--- src/rtl/pic.sv ---
// rtl/pic.sv - Single-level programmable interrupt controller
// Edge-latched requests, fixed priority (line 0 highest), one interrupt in service at a time.
module pic #(
  parameter logic [7:0]  VECTOR_BASE = 8'h08,
  parameter logic [15:0] PORT_BASE   = 16'h0020
) (
  input  logic        clock,
  input  logic        reset,
  input  logic [7:0]  irq_in,
  output logic        irq_signal,
  output logic [7:0]  irq_id,
  input  logic        irq_ack,
  input  logic [15:0] port_address,
  input  logic        port_write,
  input  logic        port_read,
  input  logic [7:0]  port_out,
  output logic [7:0]  port_in,
  output logic        port_ready
);

  localparam logic [15:0] MASK_PORT = PORT_BASE + 16'd1;
  localparam logic [7:0]  EOI_CMD   = 8'h20;

  typedef enum logic [1:0] {IDLE, REQ, SERVICE} state_t;

  state_t     state;
  logic [7:0] irr;
  logic [7:0] isr;
  logic [7:0] imr;
  logic [7:0] irq_prev;
  logic       primed;
  logic [2:0] cur;

  logic [7:0] rise;
  logic [7:0] pending;
  logic [2:0] top_idx;
  logic       cmd_hit;
  logic       mask_hit;
  logic       eoi;

  // primed stays low for the first sample after reset, so a line held high
  // through reset release must fall and rise again before it counts.
  assign rise     = primed ? (irq_in & ~irq_prev) : 8'h00;
  assign pending  = irr & ~imr;
  assign cmd_hit  = (port_address == PORT_BASE);
  assign mask_hit = (port_address == MASK_PORT);
  assign eoi      = port_write && cmd_hit && (port_out == EOI_CMD);

  always_comb begin
    top_idx = 3'd0;
    for (int i = 7; i >= 0; i--) begin
      if (pending[i]) top_idx = 3'(i);
    end
  end

  always_ff @(posedge clock) begin
    if (reset) begin
      state      <= IDLE;
      irr        <= 8'h00;
      isr        <= 8'h00;
      imr        <= 8'hFF;
      irq_prev   <= 8'h00;
      primed     <= 1'b0;
      cur        <= 3'd0;
      irq_signal <= 1'b0;
      irq_id     <= 8'h00;
      port_in    <= 8'h00;
      port_ready <= 1'b0;
    end else begin
      irq_prev   <= irq_in;
      primed     <= 1'b1;
      irr        <= irr | rise;
      port_ready <= (port_write || port_read) && (cmd_hit || mask_hit);

      if (port_write && mask_hit) imr <= port_out;

      if (port_read && cmd_hit) port_in <= isr;
      else if (port_read && mask_hit) port_in <= imr;

      case (state)
        IDLE: begin
          if (|pending) begin
            cur        <= top_idx;
            irq_id     <= VECTOR_BASE + {5'b00000, top_idx};
            irq_signal <= 1'b1;
            state      <= REQ;
          end
        end
        REQ: begin
          if (irq_ack) begin
            // A fresh edge on the acknowledged line re-arms it immediately.
            irr        <= (irr & ~(8'h01 << cur)) | rise;
            isr[cur]   <= 1'b1;
            irq_signal <= 1'b0;
            state      <= SERVICE;
          end else if (imr[cur]) begin
            irq_signal <= 1'b0;
            state      <= IDLE;
          end
        end
        SERVICE: begin
          if (eoi) begin
            isr   <= 8'h00;
            state <= IDLE;
          end
        end
        default: state <= IDLE;
      endcase
    end
  end

endmodule

--- config.mk ---
export PLATFORM = sky130hd
export DESIGN_NAME = pic
export DESIGN_NICKNAME = d
export VERILOG_FILES = /design/src/rtl/pic.sv
export SDC_FILE = /design/constraint.sdc
export NUM_CORES = 1
export LEC_CHECK = 0
export BUFFER_PORTS_ARGS = -buffer_cell sky130_fd_sc_hd__clkbuf_2
export CORE_ASPECT_RATIO = 1.4
export CORE_MARGIN = 3
export CORE_UTILIZATION = 25
export CTS_CLUSTER_SIZE = 24
export DETAILED_ROUTE_END_ITERATION = 16
export GPL_TIMING_DRIVEN = 0
export PLACE_DENSITY = 0.43
export SYNTH_ARGS = -nofsm -noshare
export SYNTH_HDL_FRONTEND = slang
export SYNTH_SLANG_ARGS = --single-unit
--- constraint.sdc ---
create_clock -name clock -period 6.1 [get_ports clock]
set_input_delay 1.525 -clock clock [delete_from_list [all_inputs] [get_ports clock]]
set_output_delay 1.525 -clock clock [all_outputs]
set_load 0.03 [all_outputs]
==> flow_summary.toml <==
[cts]
cts_setup_buffers = 0
worstSkewPairLatency_ps = 290
clock-sinks = 49
ctsResizeCount = 0
cts_root_buf = "clkbuf_16"
clkTransAtPathRegs_ps = 70
postCtsHoldBufs = 0
cts_made_buffers = 5
max-clock-path-buffers = 2
htreeDepth = 2
cts_tree = "yes"

[place]
port-buffer-count = 48
place_inst = 374
gp_congestion = 0.8571
place_hpwl_um = 4465

[floorplan]
boundaryPins = 55
die_area_mm2 = 0.009875
std_cell_rows = 39
die_w_um = 84.85
start_util_pct = 26.23
core_area_mm2 = 0.008295
die_h_um = 116.4

[drt]
vias_per_cell = 4.662
routedWlPerCell_um = 15.18
drt.antenna.violating_nets = 0
drc_errors = 0
drt-initial-drc-count = 118
first_pass_iters = 4
wl_um = 5800
vias = 1781

[finish]
nNetsFinal = 316
syn_to_final_growth_pct = 25.36
stdcell_count = 382
drive_gt1_share_pct = 26.79
nFillCells = 889
n_antenna_cell = 0

[timing]
setup_viol = 0
relSlewSlack_pct = 48.12
rsz0062_at_grt = "false"
drv_slew = 0
final.setup.tns_ps = 0
skew_ps = 5.352
worst_pin_slew_ps = 778.2
fin_crit_ps = 3236
fmax_mhz = 309.0
fin_crit_sh_pct = 53.06
report.final.hold_viol_count = 0

[synthesis]
synth.top_cell.area_share_pct = 45.08
synth_warnings = 0
yosysMostFrequentCell = "dfxtp_1"
synth_commonest_cells = "dfxtp_1, a21oi_1, mux2i_1"
synth-edff-count = 0
async_flop_share_pct = 0
yosysTopAreaCell = "dfxtp_1"
ys_seq_area_share_pct = 45.08
syn_area_per_cell_um2 = 9.845
synth_area_leaders = "dfxtp_1, mux2i_1, nor2b_1"
synth_cell_types = 39
synthFlopType = "dfxtp_1"
syn-cell-area_mm2 = 0.002176
ys_ff_latch = 49
synthCells = 221

[worst_setup_path]
critPathCapture = "isr[2]"
reg2reg_to = "cur[0]"
crit_fanout = 8
worst_setup_path_end_kind = "register"
cpMaxStageDelayCell = "or4_4"
crit_start = "port_address[7]"
path_class = "in2reg"
ff2ff_path_depth = 5
r2r_slack_ps = 4250
critPathLaunchType = "primary input"
crit_chain = "clkbuf_2, or4_4, nor4_1, nand4_1, nor3b_2, o32ai_1"
required_ps = 6260
rr_startpoint = "imr[4]"
crit_path_max_incr_delay_ps = 550
cp_data_arrival_time_ps = 3390

[flow_run]
drv_cap = 0

[pwr]
leakage_nw = 1.071
power_mw = 0.6969
power_density_mw_per_mm2 = 255.5
irDropWorstVdd_v = 0.0001173

[hold_path]
holdCritPathClass = "reg2reg"

[global_route]
antenna_found_initial = 0
grtUsageTotal_pct = 12.30
overflow = 0
first_global_vias = 1812
grt_max_degree = 15
grt_pass1_wl_um = 9508

[status]
status = "finished, final reports clean"
layout make-up:
cell class / count / area [um^2] / share of cell area (%)
clock inverter: 1 / 30.03 / 1.101
buffer: 15 / 97.59 / 3.578
sequential: 49 / 980.9 / 35.96
timing repair buffer: 48 / 240.2 / 8.807
tap: 102 / 127.6 / 4.679
clock buffer: 7 / 142.6 / 5.229
multi-input combinational: 151 / 1075 / 39.40
inverter: 9 / 33.78 / 1.239
flip-flops by register name, summed over array words and instances (netlist names):
signal / cells
primed: 1
imr: 8
port_in: 8
irq_id: 2
irq_signal: 1
irr: 8
irq_prev: 8
state: 2
port_ready: 1
isr: 8
cur: 2
through the flow:
step	setup slack [ps]	area [um^2]	util [%]	hold WS (ps)
final	2864	2728	32.88	477.9
after global routing	2640	2728	32.88	499.7
after CTS	2814	2728	32.88	476.2
after detailed placement	2520	2555	30.80	467.5
after global placement	2471	2555	30.80	463.7
after floorplan	2955	2187	-	450.0
how the worst min path moves through the flow:
stage / depth (start not counted) / startpoint / endpoint
after floorplan: 2 / irr[0] / irr[0]
after global placement: 2 / isr[6] / isr[6]
after detailed placement: 2 / irr[7] / irr[7]
after CTS: 2 / irr[7] / irr[7]
after global routing: 2 / isr[7] / isr[7]
final: 2 / isr[7] / isr[7]
layout by cell type (no fill, tap or decap), types with 2 or more instances in the layout:
cell and n:
a211oi_1 2, a21oi_1 21, a21oi_2 2, a311oi_1 6, a311oi_2 2, buf_1 2
buf_4 4, buf_6 2, clkbuf_1 7, clkbuf_16 5, clkbuf_2 48, conb_1 4
dfxtp_1 49, inv_1 9, mux2i_1 20, nand2_1 11, nand2b_1 5, nand3b_1 10
nand4_1 2, nor2_1 8, nor2b_1 17, nor4_1 2, nor4b_1 2, o21ai_1 10
o32ai_1 8, or3_1 3, or4_1 2, or4_4 2
kinds of logic after synthesis:
family | share of synthesized area [%]
buffers and inverters | 6.038
AND/OR/NAND/NOR | 21.74
other | 0.1723
AO/OA/AOI/OAI | 16.73
multiplexers | 10.24
flip-flops | 45.08
routing by layer:
layer  up-vias  track usage, %  wire length, um
li1        916               -                -
met1       816           14.97             2569
met2        40           20.96             2860
met3         9           2.752              243
met4         0           5.174              127
met5         -               0                0
power breakdown:
group / switching [mW] / internal [mW]
clock: 0.117 / 0.205
combinational: 0.0248 / 0.0217
sequential: 0.00210 / 0.326
worst max-delay path: cells and delay by family:
| kind | cells | cell delay (ps) |
|---|---|---|
| AOI/OAI and AO/OA | 1 | 150 |
| and+or+nand+nor | 4 | 1640 |
| buffers and inverters | 1 | 80 |
Power figures use the tool's default switching activity.
